$ cat src/rtl/riscv_pkg.sv
// riscv_pkg: definitions shared by the instruction fetch path.
//   XLEN_DEFAULT  default PC/address width
//   NOP_INSTR     canonical NOP (addi x0, x0, 0) shown when no instruction is valid
//   fetch_entry_t one instruction buffer slot: fetch PC plus instruction word
package riscv_pkg;

  localparam int XLEN_DEFAULT = 32;

  localparam logic [31:0] NOP_INSTR = 32'h0000_0013;

  typedef struct packed {
    logic [XLEN_DEFAULT-1:0] pc;
    logic [31:0]             instr;
  } fetch_entry_t;

endpackage

$ cat src/rtl/fetch_fifo.sv
// fetch_fifo: instruction buffer between the memory response path and decode.
//
// Ports
//   clk        rising-edge clock
//   reset      synchronous active-high reset, empties the buffer
//   clear      synchronous flush (redirect), empties the buffer
//   push       write push_entry at the tail this cycle
//   push_entry entry to write
//   pop        retire the head this cycle (ignored when empty)
//   head       entry at the head (contents undefined when count == 0)
//   count      number of valid entries, 0..DEPTH
//
// A push and a pop in the same cycle leave count unchanged. clear wins over
// both push and pop. A push into a full buffer is only accepted together
// with a pop; the caller's credit accounting keeps that from being needed.
module fetch_fifo
  import riscv_pkg::*;
#(
  parameter int DEPTH = 4
) (
  input  logic                       clk,
  input  logic                       reset,
  input  logic                       clear,
  input  logic                       push,
  input  fetch_entry_t               push_entry,
  input  logic                       pop,
  output fetch_entry_t               head,
  output logic [$clog2(DEPTH+1)-1:0] count
);

  localparam int CW = $clog2(DEPTH + 1);
  localparam int PW = (DEPTH > 1) ? $clog2(DEPTH) : 1;

  fetch_entry_t  slots [DEPTH];
  logic [PW-1:0] rd_ptr;
  logic [PW-1:0] wr_ptr;
  logic          do_push;
  logic          do_pop;
  logic          flush;

  // Pointers wrap explicitly so DEPTH need not be a power of two.
  function automatic logic [PW-1:0] ptr_next(input logic [PW-1:0] p);
    return (p == PW'(DEPTH - 1)) ? '0 : p + 1'b1;
  endfunction

  assign flush   = reset || clear;
  assign do_pop  = pop && (count != '0);
  assign do_push = push && ((count != CW'(DEPTH)) || do_pop);

  always_ff @(posedge clk) begin
    if (flush) begin
      rd_ptr <= '0;
      wr_ptr <= '0;
      count  <= '0;
    end else begin
      if (do_push) begin
        wr_ptr <= ptr_next(wr_ptr);
      end
      if (do_pop) begin
        rd_ptr <= ptr_next(rd_ptr);
      end
      case ({do_push, do_pop})
        2'b10:   count <= count + 1'b1;
        2'b01:   count <= count - 1'b1;
        default: count <= count;
      endcase
    end
  end

  // Storage carries no reset; validity is tracked by count alone.
  always_ff @(posedge clk) begin
    if (!flush && do_push) begin
      slots[wr_ptr] <= push_entry;
    end
  end

  assign head = slots[rd_ptr];

endmodule

$ cat src/rtl/fetch_unit.sv
// fetch_unit: in-order instruction fetch with a credit-limited request
// stream, an instruction buffer toward decode, and redirect flushing.
//
// Ports
//   clk, reset       rising-edge clock, synchronous active-high reset
//   imem_req_valid   fetch request valid
//   imem_req_ready   memory accepts the request this cycle
//   imem_req_addr    word-aligned fetch address (fetch_pc)
//   imem_rsp_valid   in-order response valid (latency >= 1 cycle)
//   imem_rsp_data    instruction word of the response
//   redirect_valid   taken branch/jump: flush everything younger
//   redirect_pc      new fetch target (bits [1:0] ignored)
//   inst_valid       buffer head valid toward decode
//   inst_ready       decode accepts the head this cycle
//   inst_pc          PC of the head (0 when inst_valid=0)
//   inst_data        head instruction (NOP when inst_valid=0)
//
// Handshakes (both request and decode sides): a transfer happens on a rising
// edge where valid && ready are both 1. valid never depends combinationally on
// ready; once raised, valid and the payload stay stable until the transfer,
// except that a redirect or reset withdraws a pending request.
//
// XLEN must match riscv_pkg::XLEN_DEFAULT since the buffer entry type is
// shared through the package.
module fetch_unit
  import riscv_pkg::*;
#(
  parameter int              XLEN     = XLEN_DEFAULT,
  parameter int              DEPTH    = 4,
  parameter logic [XLEN-1:0] RESET_PC = '0
) (
  input  logic            clk,
  input  logic            reset,
  output logic            imem_req_valid,
  input  logic            imem_req_ready,
  output logic [XLEN-1:0] imem_req_addr,
  input  logic            imem_rsp_valid,
  input  logic [31:0]     imem_rsp_data,
  input  logic            redirect_valid,
  input  logic [XLEN-1:0] redirect_pc,
  output logic            inst_valid,
  input  logic            inst_ready,
  output logic [XLEN-1:0] inst_pc,
  output logic [31:0]     inst_data
);

  localparam int CW = $clog2(DEPTH + 1);

  // Next address to request, and PC that the next kept response belongs to.
  logic [XLEN-1:0] fetch_pc;
  logic [XLEN-1:0] rsp_pc;
  // Requests accepted by memory whose response has not yet come back.
  logic [CW-1:0]   outstanding;
  // Responses still in flight that belong to a flushed fetch stream.
  logic [CW-1:0]   drop_count;
  logic [CW-1:0]   fifo_count;

  logic [CW:0]     credits_used;
  logic            req_fire;
  logic            rsp_drop;
  logic            rsp_push;
  logic            inst_pop;
  logic [XLEN-1:0] redirect_target;
  fetch_entry_t    push_entry;
  fetch_entry_t    head;

  // Every in-flight request already owns a buffer slot, so a kept response
  // can always be written without checking for space.
  assign credits_used   = {1'b0, fifo_count} + {1'b0, outstanding};
  assign imem_req_valid = !reset && !redirect_valid
                          && (credits_used < (CW+1)'(DEPTH));
  assign imem_req_addr  = fetch_pc;
  assign req_fire       = imem_req_valid && imem_req_ready;

  // A response is either stale (owed to an earlier redirect) or kept. In a
  // redirect cycle the arriving response is discarded as well; the reload of
  // drop_count below already excludes it.
  assign rsp_drop = imem_rsp_valid && (drop_count != '0);
  assign rsp_push = imem_rsp_valid && (drop_count == '0) && !redirect_valid;

  assign inst_valid = !reset && (fifo_count != '0);
  assign inst_pop   = inst_valid && inst_ready;
  assign inst_pc    = inst_valid ? head.pc : '0;
  assign inst_data  = inst_valid ? head.instr : NOP_INSTR;

  assign redirect_target = redirect_pc & ~XLEN'(3);
  assign push_entry      = '{pc: rsp_pc, instr: imem_rsp_data};

  always_ff @(posedge clk) begin
    if (reset) begin
      // Memory is reset alongside, so nothing in flight survives and no
      // drop accounting is needed afterwards.
      fetch_pc    <= RESET_PC;
      rsp_pc      <= RESET_PC;
      outstanding <= '0;
      drop_count  <= '0;
    end else begin
      outstanding <= outstanding + CW'(req_fire) - CW'(imem_rsp_valid);

      if (redirect_valid) begin
        // No request can fire in a redirect cycle, so everything still in
        // flight after this edge is stale. Reloading (rather than adding)
        // is correct because outstanding already counts older stale ones.
        fetch_pc   <= redirect_target;
        rsp_pc     <= redirect_target;
        drop_count <= outstanding - CW'(imem_rsp_valid);
      end else begin
        if (req_fire) begin
          fetch_pc <= fetch_pc + XLEN'(4);
        end
        if (rsp_push) begin
          rsp_pc <= rsp_pc + XLEN'(4);
        end
        if (rsp_drop) begin
          drop_count <= drop_count - 1'b1;
        end
      end
    end
  end

  // A redirect clears the buffer; a pop in that same cycle is simply absorbed
  // by the clear.
  fetch_fifo #(
    .DEPTH (DEPTH)
  ) u_fifo (
    .clk        (clk),
    .reset      (reset),
    .clear      (redirect_valid),
    .push       (rsp_push),
    .push_entry (push_entry),
    .pop        (inst_pop),
    .head       (head),
    .count      (fifo_count)
  );

endmodule

$ cat config.mk
export PLATFORM = sky130hd
export DESIGN_NAME = fetch_unit
export DESIGN_NICKNAME = d
export VERILOG_FILES = /design/src/rtl/riscv_pkg.sv /design/src/rtl/fetch_fifo.sv /design/src/rtl/fetch_unit.sv
export SDC_FILE = /design/constraint.sdc
export NUM_CORES = 1
export LEC_CHECK = 0
export CAP_MARGIN = 20
export CELL_PAD_IN_SITES_DETAIL_PLACEMENT = 0
export CELL_PAD_IN_SITES_GLOBAL_PLACEMENT = 2
export CORE_ASPECT_RATIO = 0.6
export CORE_MARGIN = 4
export CORE_UTILIZATION = 43
export CTS_BUF_LIST = sky130_fd_sc_hd__clkbuf_4 sky130_fd_sc_hd__clkbuf_8 sky130_fd_sc_hd__clkbuf_16
export CTS_CLUSTER_DIAMETER = 200
export DETAILED_ROUTE_END_ITERATION = 7
export GPL_TIMING_DRIVEN = 0
export PLACE_DENSITY = 0.88
export SYNTH_ARGS = -nofsm -noshare
export SYNTH_HDL_FRONTEND = slang
export SYNTH_SLANG_ARGS = --single-unit
$ cat constraint.sdc
create_clock -name clk -period 7.2 [get_ports clk]
set_input_delay 1.44 -clock clk [delete_from_list [all_inputs] [get_ports clk]]
set_output_delay 1.44 -clock clk [all_outputs]
set_load 0.03 [all_outputs]
# Word level (Yosys, flattened, before mapping)
# Memories as Yosys holds them, arrays and structs flattened. A register that Yosys moved wholly into a read port is not among the register bits.
# Cells that the tools add are included.
# totals
register_bits	77
latch_bits	0
ram_bits	256
mem_bits_ro	0
inputBits	70
output_inout_bits	98
word_cells	66
mem_count	1
# mem_list
name	words	word_bits	rd	rd_ports_with_merged_regs	write_ports	line_no	rtl
u_fifo.slots	4	64	1	1	1	fetch_fifo.sv:34	fetch_entry_t slots [DEPTH];
# classes
n_addsub	11
n_mul	0
div	0
magnitude_cmp	1
eq_ne	5
shifts	0
n_mux	15
n_bitwise	0
reduce_logical	24
# ops
op	n
$mux W32	6
$add A32 B3 Y32 const B	2
$logic_and A1 B1 Y1	11
$mux W2	4
$reduce_bool A2 Y1	4
$eq A2 B2 Y1 const B	3
$mux W3	2
$pmux W3 S2	1
$reduce_bool A3 Y1	2
$sub A3 B1 Y3	2
$sub A3 B1 Y3 const B	2
$add A2 B1 Y2 const B	2
$add A3 B3 Y4	1
$lt A4 B3 Y1 const B	1
$add A3 B1 Y3	1
$add A3 B1 Y3 const B	1
$logic_not A1 Y1	3
$logic_not A3 Y1	1
$ne A3 B3 Y1 const B	1
$eq A2 B1 Y1 const B	1
$logic_or A1 B1 Y1	2
$mux W1	2
$reduce_or A2 Y1	1

# Depth between registers and ports, before layout
# Gate-level depths: netlist (run 1).
# logic_depth
word_depth	9
ltp_mapped	14
depth_no_buf	12

# Cells and area by module
# From an unflattened synthesis (run 1), not the netlist that was laid out.
# unflattened
cells_unflattened	965
hier_area_um2	14237.4
# by_module_without_submodules
module	n_inst	cells_each	area_per_inst_um2	seq_area_each_um2
fetch_fifo	1	393	9734.3	7867.5
fetch_unit	1	572	4503.1	1321.3

# Worst setup path after synthesis (run 1)
# OpenSTA, ideal clock, no wires.
# synth_path
kind	input to output
startpoint	in redirect_valid
endpoint	out imem_req_valid
t_arrival_ns	2.908
slack_ns	2.852
cell_stages	5
n_path_buf	3
cell_sequence	buf_2 or2_2 clkbuf_1 clkbuf_1 nor3_1
# synth_between
elab_chain_cells	3
# synth_lines
item	line_no	rtl
start, declared	fetch_unit.sv:39	input logic redirect_valid,
$logic_not A1 Y1	fetch_unit.sv:70	assign imem_req_valid = !reset && !redirect_valid
$logic_and A1 B1 Y1	fetch_unit.sv:70	
$logic_and A1 B1 Y1	fetch_unit.sv:71	&& (credits_used < (CW+1)'(DEPTH));
end, declared	fetch_unit.sv:34	output logic imem_req_valid,
# Every way passes these cells.

# Final worst setup path (run 1)
# layout_path
startpoint	in reset
endpoint	out inst_pc[18]
# layout_between
elab_chain_cells	3
# layout_lines
item	line_no	rtl
start, declared	fetch_unit.sv:33	input logic reset,
$logic_not A1 Y1	fetch_unit.sv:81	assign inst_valid = !reset && (fifo_count != '0);
$logic_and A1 B1 Y1	fetch_unit.sv:81	
$mux W32	fetch_unit.sv:83	assign inst_pc = inst_valid ? head.pc : '0;
end, declared	fetch_unit.sv:43	output logic [XLEN-1:0] inst_pc,
# Every way passes these cells.

==> impl_results.md, run 1 <==
- Setup violations, final: 0
- VDD IR-drop max: approximately 0.00017 V
- Slew HR: 0.475
- Seq pwr share: 0.507
- Chip Width: approximately 240 um
- Remaining global-route overflow: 0
- Yosys warnings: 0
- Total power: around 4.2 mW
- RePlAce Congestion: slightly below 0.9
- CP arrival: roughly 4.3 ns
- Mapped cell area: roughly 0.014 sq mm
- Worst-Margin Slew: around 0.78 ns
- All-layer global routing usage: 0.193
- CTS H-Tree Depth: 1
- Power Dens Cells: 246 mW/mm^2
- Worst-path clk slew: 0.06 ns
- Via count: 8,552
- Deepest clock path buffer count: 3
- PortBufs: 160
- Hold-fix buffers, CTS: 0
- WL per Instance: approximately 22 um
- Compound-cell area share of the yosys netlist: 0.0541
- Period minus WS final: between 5 and 6 ns
- Final Skew: 0.0130 ns
- Ant. Diodes: 0
- First-pass GRT wire length: ~52 mm
- Initial antenna violation count: 1
- Register area share after synthesis: 0.655
- Core Footprint: 0.0312 sq mm
- Routed vias/inst: ~5.5
- MaxCap Viol Count: 0
- Adder-cell area share of the yosys netlist: 0.0167
- Worst Hold Class: register to register
- Mux share of post-synthesis cell area: 0.107
- CTS tree: yes
- Layout filler cell count: 2,594
- Iter 0 DRT Violations: between 700 and 800
- TritonCTS Buffers: 30
- RSZ-0062 raised after global routing: false
- Area grow syn2layout: 24.2%
- Yosys cell types: 63
- Crit path max fanout: 10
- Area contributors post-synth: edfxtp_1 (55%), dfxtp_1 (11%), mux4_2 (10%)
- Post-Synth XOR/XNOR Area: 0.0269
- CP required: 5.76 ns
- Clk_lat worst skew: between 0.5 and 0.6 ns
- Antenna Nets Post-Route: 0
- CP max-delay cell: clkdlybuf4s50_1
- Root buffer cell: clkbuf_16
- Switching power: ~0.95 mW
- Final Hold Fails: 0
- Setup bufs post-CTS: 0
- Die ar.: 0.0348 sq mm
- WP buf/inv: 4
- Primary FF master, synth: edfxtp_1
- Synthesized area per cell: around 15 sq um
- Fin crit share: 0.793
- Post-synth top area share: 0.545
- Number of synthesized register bits: approximately 320
- Chip height: 146 um
- Detailed Place HPWL: 23.8 mm
- Kind of critical path: primary input to primary output
- Starting Density: 0.437
- Num rows: 50
- CP max stage delay: 0.71 ns
- Cell with the most instances after synthesis: edfxtp_1
- I/O pins: 168
- Synth top cells by count: edfxtp_1 (248), dfxtp_1 (75), and2_1 (67)
- DRC viols: 0
- Clock sink total: 323
- Cell-internal power: about 3.2 mW
- CP cell instances: clkdlybuf4s50_1, clkbuf_1, nor2_1, clkbuf_1, and2_1, clkdlybuf4s50_1
- Power share of the clock group: 0.400
- Status: complete, no violations
- Layout Nets: roughly 1,200
- Static Leak: 5.45 nW
- Delay-heaviest family, CP: buffers and inverters
- Asr flop ratio synth: 0
- Setup TNS Final: 0 ns
- Crit. End Element: primary output
- Achievable Freq: 0.175 GHz
- DR pass1 iterations: 5
- EDFF count, synth: ~250
- CP startpoint kind: primary input
- Resized Gates After CTS: 0
- Mapped Cells: just over 900
- Largest net degree at the start of global routing: between 50 and 60
- Post-Synth Simple-Gate Area: 0.115
- Largest family of logic cells by synthesized area: simple AND/OR/NAND/NOR gates
- Share of layout cells above drive strength 1: 0.131
- Switching share of power: 0.229
- Final WL: about 34 mm
- Vias in the first global route: between 8,000 and 9,000
- Max Slew Vio Count: 0
- Biggest area consumer among synthesized cells: edfxtp_1
- Combinational share of power: 0.092
-- final cells by class --
| cell class | instances | area (sq um) | share of cell area |
|---|---|---|---|
| flip-flops and latches | 323 | 8950 | 0.528 |
| multi-input cells | 521 | 4390 | 0.259 |
| repair buffers | 164 | 1700 | 0.101 |
| clock buffers | 45 | 918 | 0.0542 |
| well taps | 416 | 520 | 0.0307 |
| plain buffers | 51 | 225 | 0.0133 |
| clock inverters | 11 | 135 | 0.00797 |
| inverters | 29 | 109 | 0.00642 |
-- final timing paths --
check                         from                to  slack [ns]  depth (start not counted)
setup / recovery             reset       inst_pc[18]        1.49                          6
hold / removal    u_fifo.wr_ptr[0]  u_fifo.wr_ptr[0]        0.51                          2
setup reg to reg   u_fifo.count[2]    outstanding[2]        3.45                         13
hold reg to reg   u_fifo.wr_ptr[0]  u_fifo.wr_ptr[0]        0.51                          2
-- through the flow --
stage                     utilization  instance area [sq um]  setup WS, ns  hold WS (ns)  instances
after floorplan                     -                  13700          2.85         0.469        924
final                           0.543                  17000          1.49         0.509       1560
after global routing            0.543                  17000          1.21         0.545       1560
after global placement          0.506                  15800          1.22         0.496       1500
after CTS                       0.543                  17000          1.35         0.514       1560
after detailed placement        0.509                  15900          1.36         0.507       1504
-- flip-flops by register name, summed over array words and instances (netlist names), named ones only --
| register | cells |
|---|---|
| drop_count | 3 |
| imem_req_addr | 30 |
| outstanding | 3 |
| rsp_pc | 30 |
| u_fifo.count | 3 |
| u_fifo.rd_ptr | 2 |
| u_fifo.slots | 248 |
| u_fifo.wr_ptr | 2 |
-- logic make-up (layout without fill, tap and decap cells) --
family	Yosys count	in the layout
DFF	323	323
and+or+nand+nor	280	280
AOI/OAI and AO/OA	110	110
buffers and inverters	80	300
muxes	68	68
xor gates and xnor gates	42	42
adders and majority gates	17	17
other	1	4
-- per-layer routing --
metal / vias up / GRT usage / part of all wire
met5: - / 0 / 0
met4: 0 / 0.0389 / 0.020
met3: 42 / 0.0357 / 0.064
met2: 262 / 0.275 / 0.42
met1: 4303 / 0.311 / 0.49
li1: 3945 / - / -
-- tightest hold or removal path, cell delays in order, from the launching register on --
cell and delay [ns]:
dfxtp_1 0.34, nand2_1 0.07, a21oi_1 0.05
-- power groups by stage --
stage / clock (mW) / sequential (mW) / combinational (mW)
after CTS: 1.71 / 2.11 / 0.386
after floorplan: 0 / 2.16 / 0.203
after detailed placement: 0 / 2.16 / 0.385
after global placement: 0 / 2.15 / 0.378
after global routing: 1.79 / 2.12 / 0.416
final: 1.67 / 2.11 / 0.385
-- cell usage in the layout (no fill, tap or decap), types with 11 or more instances in the layout --
cell type / n
a211oi_1: 14
a21boi_0: 13
a21oi_1: 29
and2_1: 63
and3_1: 11
clkbuf_1: 33
clkbuf_16: 31
clkdlybuf4s50_1: 160
dfxtp_1: 75
edfxtp_1: 248
ha_1: 15
inv_1: 28
mux4_2: 62
nand2_1: 45
nand3_1: 22
nand4_1: 18
nor2_1: 39
nor3_1: 19
nor4_1: 15
o21ai_0: 12
or3_1: 11
xnor2_1: 36
No activity file was read; power rests on OpenSTA's default activity.
==> inputs of run 2 (changes only) <==
CORE_UTILIZATION = 36   (was 43)
PLACE_DENSITY = 0.79   (was 0.88)
clock period = 5 ns   (was 7.2 ns; I/O delays follow)
==> run 2 against run 1 <==
Count of clock-buffer cells in the layout down 3. Combinational power up 46%. First-iteration DRC count down 26%. Clock power up 49%. Sequential cell count unchanged. Sequential power up 45%. Hold slack better by 0.010 ns. Critical path type unchanged. Power up 46%.
==> impl_results.md, run 2 (synthesis gave the netlist of run 1 again) <==
- First-pass GRT wire length: 54.2 mm (+3.9%)
- Flop2flop setup slack: 1.27 ns (-2.18 ns)
- CTS H-Tree Depth: 2 (+1)
- Largest register FFs: 248 (unchanged)
- Remaining global-route overflow: 0 (unchanged)
- Final WL: 35.7 mm (+5.3%)
- CP arrival: 3.82 ns (-0.45 ns)
- Power Dens Cells: 356 mW/mm^2 (+45%)
- Routed vias/inst: 5.23 (-4.6%)
- Setup violations, final: 0 (unchanged)
- MaxCap Viol Count: 0 (unchanged)
- Crit Reg-Reg Endpoint: outstanding[2]
- RSZ-0062 raised after global routing: false
- RePlAce Congestion: 0.894 (+1.1%)
- Slew HR: 0.386 (-0.0890)
- Design area: 0.0171 sq mm (+0.91%)
- Crit. End Element: primary output
- Crit path max fanout: 10 (unchanged)
- Deepest clock path buffer count: 3 (unchanged)
- Largest net degree at the start of global routing: 49 (-11%)
- CP max stage delay: 0.70 ns (about the same)
- Chip height: 159 um (+8.8%)
- Status: complete, no violations
- CP startpoint kind: primary input
- Layout Nets: 1,211 (+0.33%)
- Worst-path clk slew: 0.06 ns (about the same)
- RR Startpoint: u_fifo.count[2]
- Root buffer cell: clkbuf_16
- Final Hold Fails: 0 (unchanged)
- DRC viols: 0 (unchanged)
- Commonest non-fill, non-tap cell in the layout: edfxtp_1
- Final Skew: 0.0259 ns (+0.0129 ns)
- Worst Hold Class: register to register
- CP cell instances: clkdlybuf4s50_1, clkbuf_1, nor2_2, clkbuf_1, and2_1, clkdlybuf4s50_1
- PortBufs: 160 (unchanged)
- Worst-Margin Slew: 0.920 ns (+0.140 ns)
- DR pass1 iterations: 4 (-1)
- Total power: 6.10 mW (+46%)
- Detailed Place HPWL: 25.0 mm (+4.8%)
- Layout filler cell count: 3,340 (+29%)
- Worst Hold Path EP: u_fifo.wr_ptr[0]
- Achievable Freq: between 0.2 and 0.25 GHz
- Area grow syn2layout: 25.3%
- Period minus WS final: around 4.8 ns
- CP max-delay cell: clkdlybuf4s50_1
- CTS tree: yes
- WL per Instance: 21.6 um (-0.55%)
- Kind of critical path: primary input to primary output
- Chip Width: 259 um (+9.0%)
- Vias in the first global route: 8,762 (+0.93%)
- Starting Density: 0.370 (-0.0673)
- Largest Register: u_fifo.slots
- Static Leak: 5.47 nW (+0.27%)
- Share of layout cells above drive strength 1: 0.134 (+0.00314)
- Post-DP Area: 0.0160 sq mm (+0.69%)
- Die ar.: 0.0412 sq mm (+19%)
- TritonCTS Buffers: 34 (+13%)
- Post-Route Utilization: 0.464 (-0.0793)
- Num rows: 54 (+8.0%)
- Fin crit share: 0.964
- Initial antenna violation count: 1 (unchanged)
- All-layer global routing usage: 0.170 (-0.0228)
- Core Footprint: 0.0369 sq mm (+18%)
- Hold-fix buffers, CTS: 0 (unchanged)
- CP required: 4.00 ns (-1.76 ns)
- Clock sink total: 323 (unchanged)
- I/O pins: 168 (unchanged)
- Most frequent cells in the layout: edfxtp_1 (248), clkdlybuf4s50_1 (160), dfxtp_1 (75), and2_1 (63), mux4_2 (62)
- Iter 0 DRT Violations: 545 (-26%)
- Clk_lat worst skew: 0.53 ns (-0.03 ns)
- Max Slew Vio Count: 0 (unchanged)
- Antenna Nets Post-Route: 0 (unchanged)
- Hold_sp: u_fifo.wr_ptr[0]
- Reg2Reg Depth: 13 (unchanged)
- Via count: 8,637 (+0.99%)
- Worst Hold Depth: 2 (unchanged)
- VDD IR-drop max: 0.000190 V (+8.5%)
[run 2: changes by cell type in the layout (fill, tap and decap cells not counted)]
cell,before,now
clkbuf_16,31,34
clkinvlp_2,0,1
clkinv_2,5,6
clkinv_8,0,1
diode_2,0,1
nor2_1,39,38
clkinv_4,1,2
inv_8,0,1
clkbuf_8,6,2
nor2_2,1,2
bufinv_16,3,2
inv_6,0,2
clkbuf_4,8,6
[run 2: layer usage]
| layer | part of all wire | GRT usage |
|---|---|---|
| met1 | 0.48 | 0.258 |
| met2 | 0.44 | 0.249 |
| met3 | 0.065 | 0.0435 |
| met4 | 0.014 | 0.0336 |
| met5 | 0 | 0 |
[run 2: repair_timing]
action,4_1_cts,5_1_grt
setup endpoints to repair,35,0
resized for setup,1,0
endpoints found under the hold margin,0,0
setup buffers,0,0
[run 2: final cells by class]
| class | count | area, sq um | area share |
|---|---|---|---|
| clock inverters | 17 | 169 | 0.00987 |
| multi-input cells | 521 | 4390 | 0.257 |
| repair buffers | 164 | 1700 | 0.0996 |
| plain buffers | 51 | 225 | 0.0132 |
| clock buffers | 42 | 923 | 0.0540 |
| diodes | 1 | 2.50 | 0.000146 |
| flip-flops and latches | 323 | 8950 | 0.523 |
| inverters | 29 | 109 | 0.00636 |
| well taps | 504 | 631 | 0.0369 |
[run 2: worst max-delay path by stage]
stage | end | startpoint | cells past startpoint
finish | inst_pc[16] | reset | 6
floorplan | u_fifo.slots[0][0] | redirect_valid | 5
CTS | inst_pc[16] | reset | 6
global placement | u_fifo.slots[0][6] | imem_rsp_valid | 5
detailed placement | inst_pc[16] | reset | 6
global route | inst_pc[16] | reset | 6
[run 2: where the power goes]
group	leakage, nW	internal, mW	switching, mW
clock network	0.545	1.43	1.06
logic	2.05	0.244	0.317
registers	2.87	2.96	0.0844
[run 2: per-stage QoR]
step | hold slack (ns) | worst slack, ns | instances | TNS [ns]
6_report | 0.519 | 0.180 | 1652 | 0
5_1_grt | 0.554 | 0.00748 | 1651 | 0
4_1_cts | 0.519 | 0.113 | 1651 | 0
3_5_place_dp | 0.510 | -0.145 | 1592 | -1.40
3_3_place_gp | 0.504 | -0.690 | 1588 | -162.38
2_1_floorplan | 0.469 | 1.29 | 924 | 0
[run 2: worst max-delay path: cells and delay by family]
kind	cells	cell delay (ns)
buffers and inverters	4	1.92
and+or+nand+nor	2	0.88
